<file path="src/rtl/cmp_sched.sv">
// rtl/cmp_sched.sv - round-robin scheduler sharing one magnitude comparator among NREQ requesters
module cmp_sched #(
  parameter int NREQ    = 4,
  parameter int WIDTH   = 16,
  parameter int TIMEOUT = 15
) (
  input  logic                  clk,
  input  logic                  rst_n,
  input  logic [NREQ-1:0]       req,
  input  logic [NREQ*WIDTH-1:0] a_in,
  input  logic [NREQ*WIDTH-1:0] b_in,
  output logic [NREQ-1:0]       done,
  output logic                  res_gt,
  output logic                  res_eq,
  output logic                  res_lt,
  output logic                  err,
  output logic                  busy,
  output logic                  cmp_cs,
  output logic [WIDTH-1:0]      cmp_a,
  output logic [WIDTH-1:0]      cmp_b,
  input  logic                  cmp_ready,
  input  logic                  cmp_c,
  input  logic                  cmp_z
);

  localparam int IW = $clog2(NREQ);
  localparam logic [NREQ-1:0] ONE = {{(NREQ-1){1'b0}}, 1'b1};

  typedef enum logic [1:0] {IDLE, ISSUE, WAIT, DONE} state_t;

  state_t          state;
  logic [IW-1:0]   rr_ptr;
  logic [IW-1:0]   gnt;
  logic [IW-1:0]   pick;
  logic [7:0]      timer;

  // Scan downward so the candidate closest to rr_ptr is the last one written.
  always_comb begin
    pick = rr_ptr;
    for (int k = NREQ - 1; k >= 0; k--) begin
      if (req[(int'(rr_ptr) + k) % NREQ]) pick = IW'((int'(rr_ptr) + k) % NREQ);
    end
  end

  always_ff @(posedge clk or negedge rst_n) begin
    if (!rst_n) begin
      state  <= IDLE;
      rr_ptr <= '0;
      gnt    <= '0;
      timer  <= '0;
      cmp_cs <= 1'b0;
      cmp_a  <= '0;
      cmp_b  <= '0;
      done   <= '0;
      err    <= 1'b0;
      busy   <= 1'b0;
      res_gt <= 1'b0;
      res_eq <= 1'b0;
      res_lt <= 1'b0;
    end else begin
      done <= '0;
      err  <= 1'b0;
      case (state)
        IDLE: begin
          if (|req && cmp_ready) begin
            gnt    <= pick;
            cmp_a  <= a_in[pick*WIDTH +: WIDTH];
            cmp_b  <= b_in[pick*WIDTH +: WIDTH];
            cmp_cs <= 1'b1;
            busy   <= 1'b1;
            timer  <= '0;
            state  <= ISSUE;
          end
        end
        ISSUE, WAIT: begin
          if (timer == 8'(TIMEOUT)) begin
            // Watchdog abort: report an empty result flagged with err.
            cmp_cs <= 1'b0;
            res_gt <= 1'b0;
            res_eq <= 1'b0;
            res_lt <= 1'b0;
            err    <= 1'b1;
            done   <= ONE << gnt;
            state  <= DONE;
          end else begin
            timer <= timer + 8'd1;
            if (state == ISSUE) begin
              if (!cmp_ready) begin
                cmp_cs <= 1'b0;
                state  <= WAIT;
              end
            end else if (cmp_ready) begin
              res_gt <= cmp_c;
              res_eq <= cmp_z;
              res_lt <= ~cmp_c & ~cmp_z;
              done   <= ONE << gnt;
              state  <= DONE;
            end
          end
        end
        DONE: begin
          rr_ptr <= (gnt == IW'(NREQ - 1)) ? '0 : gnt + 1'b1;
          busy   <= 1'b0;
          state  <= IDLE;
        end
        default: state <= IDLE;
      endcase
    end
  end

endmodule

</file>
<file path="config.mk">
export PLATFORM = sky130hd
export DESIGN_NAME = cmp_sched
export DESIGN_NICKNAME = d
export VERILOG_FILES = /design/src/rtl/cmp_sched.sv
export SDC_FILE = /design/constraint.sdc
export NUM_CORES = 1
export LEC_CHECK = 0
export CAP_MARGIN = 10
export CELL_PAD_IN_SITES_DETAIL_PLACEMENT = 1
export CELL_PAD_IN_SITES_GLOBAL_PLACEMENT = 1
export CORE_ASPECT_RATIO = 0.8
export CORE_MARGIN = 3
export CORE_UTILIZATION = 27
export DETAILED_ROUTE_END_ITERATION = 8
export PLACE_DENSITY_LB_ADDON = 0.1
export SLEW_MARGIN = 20
export SYNTH_ARGS = -nofsm -noshare
export SYNTH_HDL_FRONTEND = slang
export SYNTH_SLANG_ARGS = --single-unit
</file>
<file path="constraint.sdc">
create_clock -name clk -period 1.7 [get_ports clk]
set_input_delay 0.425 -clock clk [delete_from_list [all_inputs] [get_ports clk]]
set_output_delay 0.425 -clock clk [all_outputs]
set_load 0.03 [all_outputs]
</file>
==> results.md, run 1 <==
* Outcome: complete, but fails checks
* Failing checks: negative setup slack
* Leakage power at 2.753 nW
* CP max FO at 7
* Area leader, netlist: dfrtp_1
* H-tree Lvls at 2
* Core Area at 13240 sq um
* Share of cells above drive strength 1 at 29.05%
* #FFs+latches synth at 56
* Post-Syn Area per Cell at 9.826 sq um
* Critical Path RT at 1.92 ns
* Post-synth EDFFs at 0
* Synth area leaders: dfrtp_1, a211oi_2, mux2i_1, a31oi_1, nor2_1
* Largest net degree at the start of global routing at 57
* Syn-to-layout area delta at 79.33%
* Synth async-reset ratio at 100.0%
* DPL Wire Length at 10.16 mm
* Vias in the first global route at 4248
* Total CTS buffers at 5
* Final net count at 738
* Fill cell count at 1453
* Area of the multi-input gates at 2422 sq um
* GRT Total Usage at 18.96%
* Clock skew at 0.008531 ns
* Area share of the largest cell type after synthesis at 37.33%
* Worst skew pair latency at 0.30 ns
* First-pass GRT wire length at 23.03 mm
* Via/cell ratio at 4.928
* Max-cap violations at 0
* P per Cell Area at 1489 nW/um^2
* Post-route insts no fill at 767
* Crit path DAT at 2.00 ns
* Setup Total Neg Slack at -2.167 ns
* Slew Viols, Final at 0
* Root buf cell: clkbuf_16
* Final Power at 0.01002 W
* DRT Pass-1 Iters at 4
* Routed WL at 14.84 mm
* N_diodes at 0
* Worst setup margin at -0.08800 ns
* Fmax at 0.5593 GHz
* Max clock buf depth at 2
* Wire per inst at 19.34 um
* Syn nets at 529
* Syn Std Cell Area at 3754 sq um
* Gr ovfl total at 0
* I/O Buffers at 178
* Storage cell area at 1403 sq um
* RePlAce Congestion at 0.7944
* DRC Markers at 0
* CTS sink cnt at 56
* Die area at 15360 sq um
* Final hold violation count at 0
* Worst-path clk slew at 0.08 ns
* Main synth FF type: dfrtp_1
* Ports at 179
* Inst Count DP at 744
* Post-synthesis sequential area ratio at 37.33%
* Crit path kind: flop to flop
* Worst-Margin Slew at 0.4511 ns
* CTS tree: built
* CP Capture Type: flop
* Top cells by count, synth: dfrtp_1, a211oi_2, nor2_1, inv_1, mux2i_1
* Type of the tightest min-delay check: input port to async pin
* CTS Hold Buffers Added at 0
* Antenna Nets Post-Route at 0
* Starting Density at 28.35%
* Count of different cell masters after synthesis at 43
* Final setup viols at 33
* Final Cycle Share at 105.2%
* Peak VDD IR at 0.0007017 V
* Final worst path period need at 1.788 ns
* Count leader, synth: dfrtp_1
* Initial DRC Count at 178
* Initial antenna violation count at 0
* Max-slew headroom at 69.92%
* Die Wd at 137.8 um
* R2r startpoint: rr_ptr[0]
* Gate Count Post-Synth at 382
* Die Span Y at 111.5 um
* Site row count at 37
* Final core occ at 50.84%
* Vias at 3780
* Startpoint types: flop
* RSZ-0062 raised after global routing: yes
* Critical path origin: rr_ptr[0]
* Number of synthesis warnings at 0
==> routing by layer <==
layer | vias to the layer above | global-route usage [%] | share of wire (%)
met5 | - | 0 | 0
met4 | 0 | 3.292 | 1.0
met3 | 13 | 7.588 | 9.6
met2 | 132 | 31.92 | 48
met1 | 1845 | 23.12 | 41
li1 | 1790 | - | -
==> registers in the layout, summed over array words and instances (netlist names), 2 cells and up <==
| register | flops |
|---|---|
| cmp_a | 16 |
| cmp_b | 16 |
| timer | 8 |
| done | 4 |
| gnt | 2 |
| rr_ptr | 2 |
| state | 2 |
==> area by class of cell <==
type / count / share of cell area, %
clock buffer: 5 / 1.859
clock inverter: 3 / 0.3346
inverter: 43 / 2.398
multi-input combinational: 257 / 35.99
sequential: 56 / 20.84
tap: 175 / 3.253
timing repair buffer: 228 / 35.33
==> worst max-delay path, stage by stage, from the launching register on <==
cell	delay, ns
dfrtp_2	0.46
nor2b_2	0.15
buf_4	0.13
o21bai_4	0.06
and3_4	0.22
buf_12	0.15
buf_12	0.15
mux2i_4	0.19
a211oi_2	0.19
==> through the flow <==
| step | setup WS [ns] | hold WS, ns | area, sq um |
|---|---|---|---|
| 2_1_floorplan | -0.01911 | 0.1294 | 3775 |
| 6_report | -0.08800 | 0.1240 | 6731 |
| 5_1_grt | -0.1454 | 0.1390 | 6731 |
| 3_3_place_gp | -0.7144 | 0.4589 | 5963 |
| 4_1_cts | -0.1250 | 0.1392 | 6560 |
| 3_5_place_dp | -0.7653 | 0.4665 | 5963 |
==> worst paths after layout <==
kind	endpoint	slack, ns	depth (start not counted)
setup reg to reg	cmp_b[0]	-0.09	8
min in group clk	cmp_cs	0.48	1
hold / removal	cmp_b[2]	0.12	2
hold reg to reg	cmp_cs	0.48	1
max in group asynchronous	rr_ptr[0]	1.30	2
setup / recovery	cmp_b[0]	-0.09	8
==> layout by cell type (no fill, tap or decap), types with 4 or more instances in the layout <==
cell,instances
nand2_1,14
inv_1,42
a31oi_1,29
nor2b_1,4
mux2i_1,9
xor2_1,6
a211oi_2,58
dlygate4sd2_1,44
mux2i_2,13
clkdlybuf4s50_1,130
o21ai_0,6
buf_4,28
o21ai_1,4
a211oi_4,5
nand3_1,5
nor2_1,46
clkbuf_16,6
ha_1,8
dfrtp_1,55
buf_12,12
mux2i_4,11
==> power breakdown <==
part	internal (W)	total [W]	switching, W	leakage (nW)
logic	0.00303	0.00668	0.00365	2.01
clock network	0.000554	0.00108	0.000528	0.0742
registers	0.00191	0.00226	0.000353	0.666
total	0.00549	0.0100	0.00453	2.75
==> cell families (layout without fill, tap and decap cells) <==
| kind of cell | Yosys count | in the layout | share of synthesized area [%] |
|---|---|---|---|
| compound gates | 119 | 119 | 28.73 |
| simple gates | 88 | 88 | 10.90 |
| flops | 56 | 56 | 37.33 |
| mux | 34 | 34 | 9.100 |
| fa+ha+maj | 10 | 10 | 3.333 |
| buf+inv | 69 | 279 | 9.200 |
| xor+xnor | 6 | 6 | 1.400 |
==> timing repair <==
action                     CTS  global route
pin swaps                   39            19
buffers inserted             8             3
cloned                       6             1
gates resized for setup    105            41
setup endpoints to repair   88            53
Note: power is estimated with default switching activity, not from simulation.
==> run 2, diff against run 1 <==
--- a/config.mk
+++ b/config.mk
@@ -11,9 +11,10 @@
 export CORE_ASPECT_RATIO = 0.8
 export CORE_MARGIN = 3
 export CORE_UTILIZATION = 27
+export CTS_CLUSTER_DIAMETER = 30
 export DETAILED_ROUTE_END_ITERATION = 8
 export PLACE_DENSITY_LB_ADDON = 0.1
-export SLEW_MARGIN = 20
+export SLEW_MARGIN = 5
 export SYNTH_ARGS = -nofsm -noshare
 export SYNTH_HDL_FRONTEND = slang
 export SYNTH_SLANG_ARGS = --single-unit
==> results of run 2 <==
The final DEF is identical to that of run 1; final timing and power are the same.
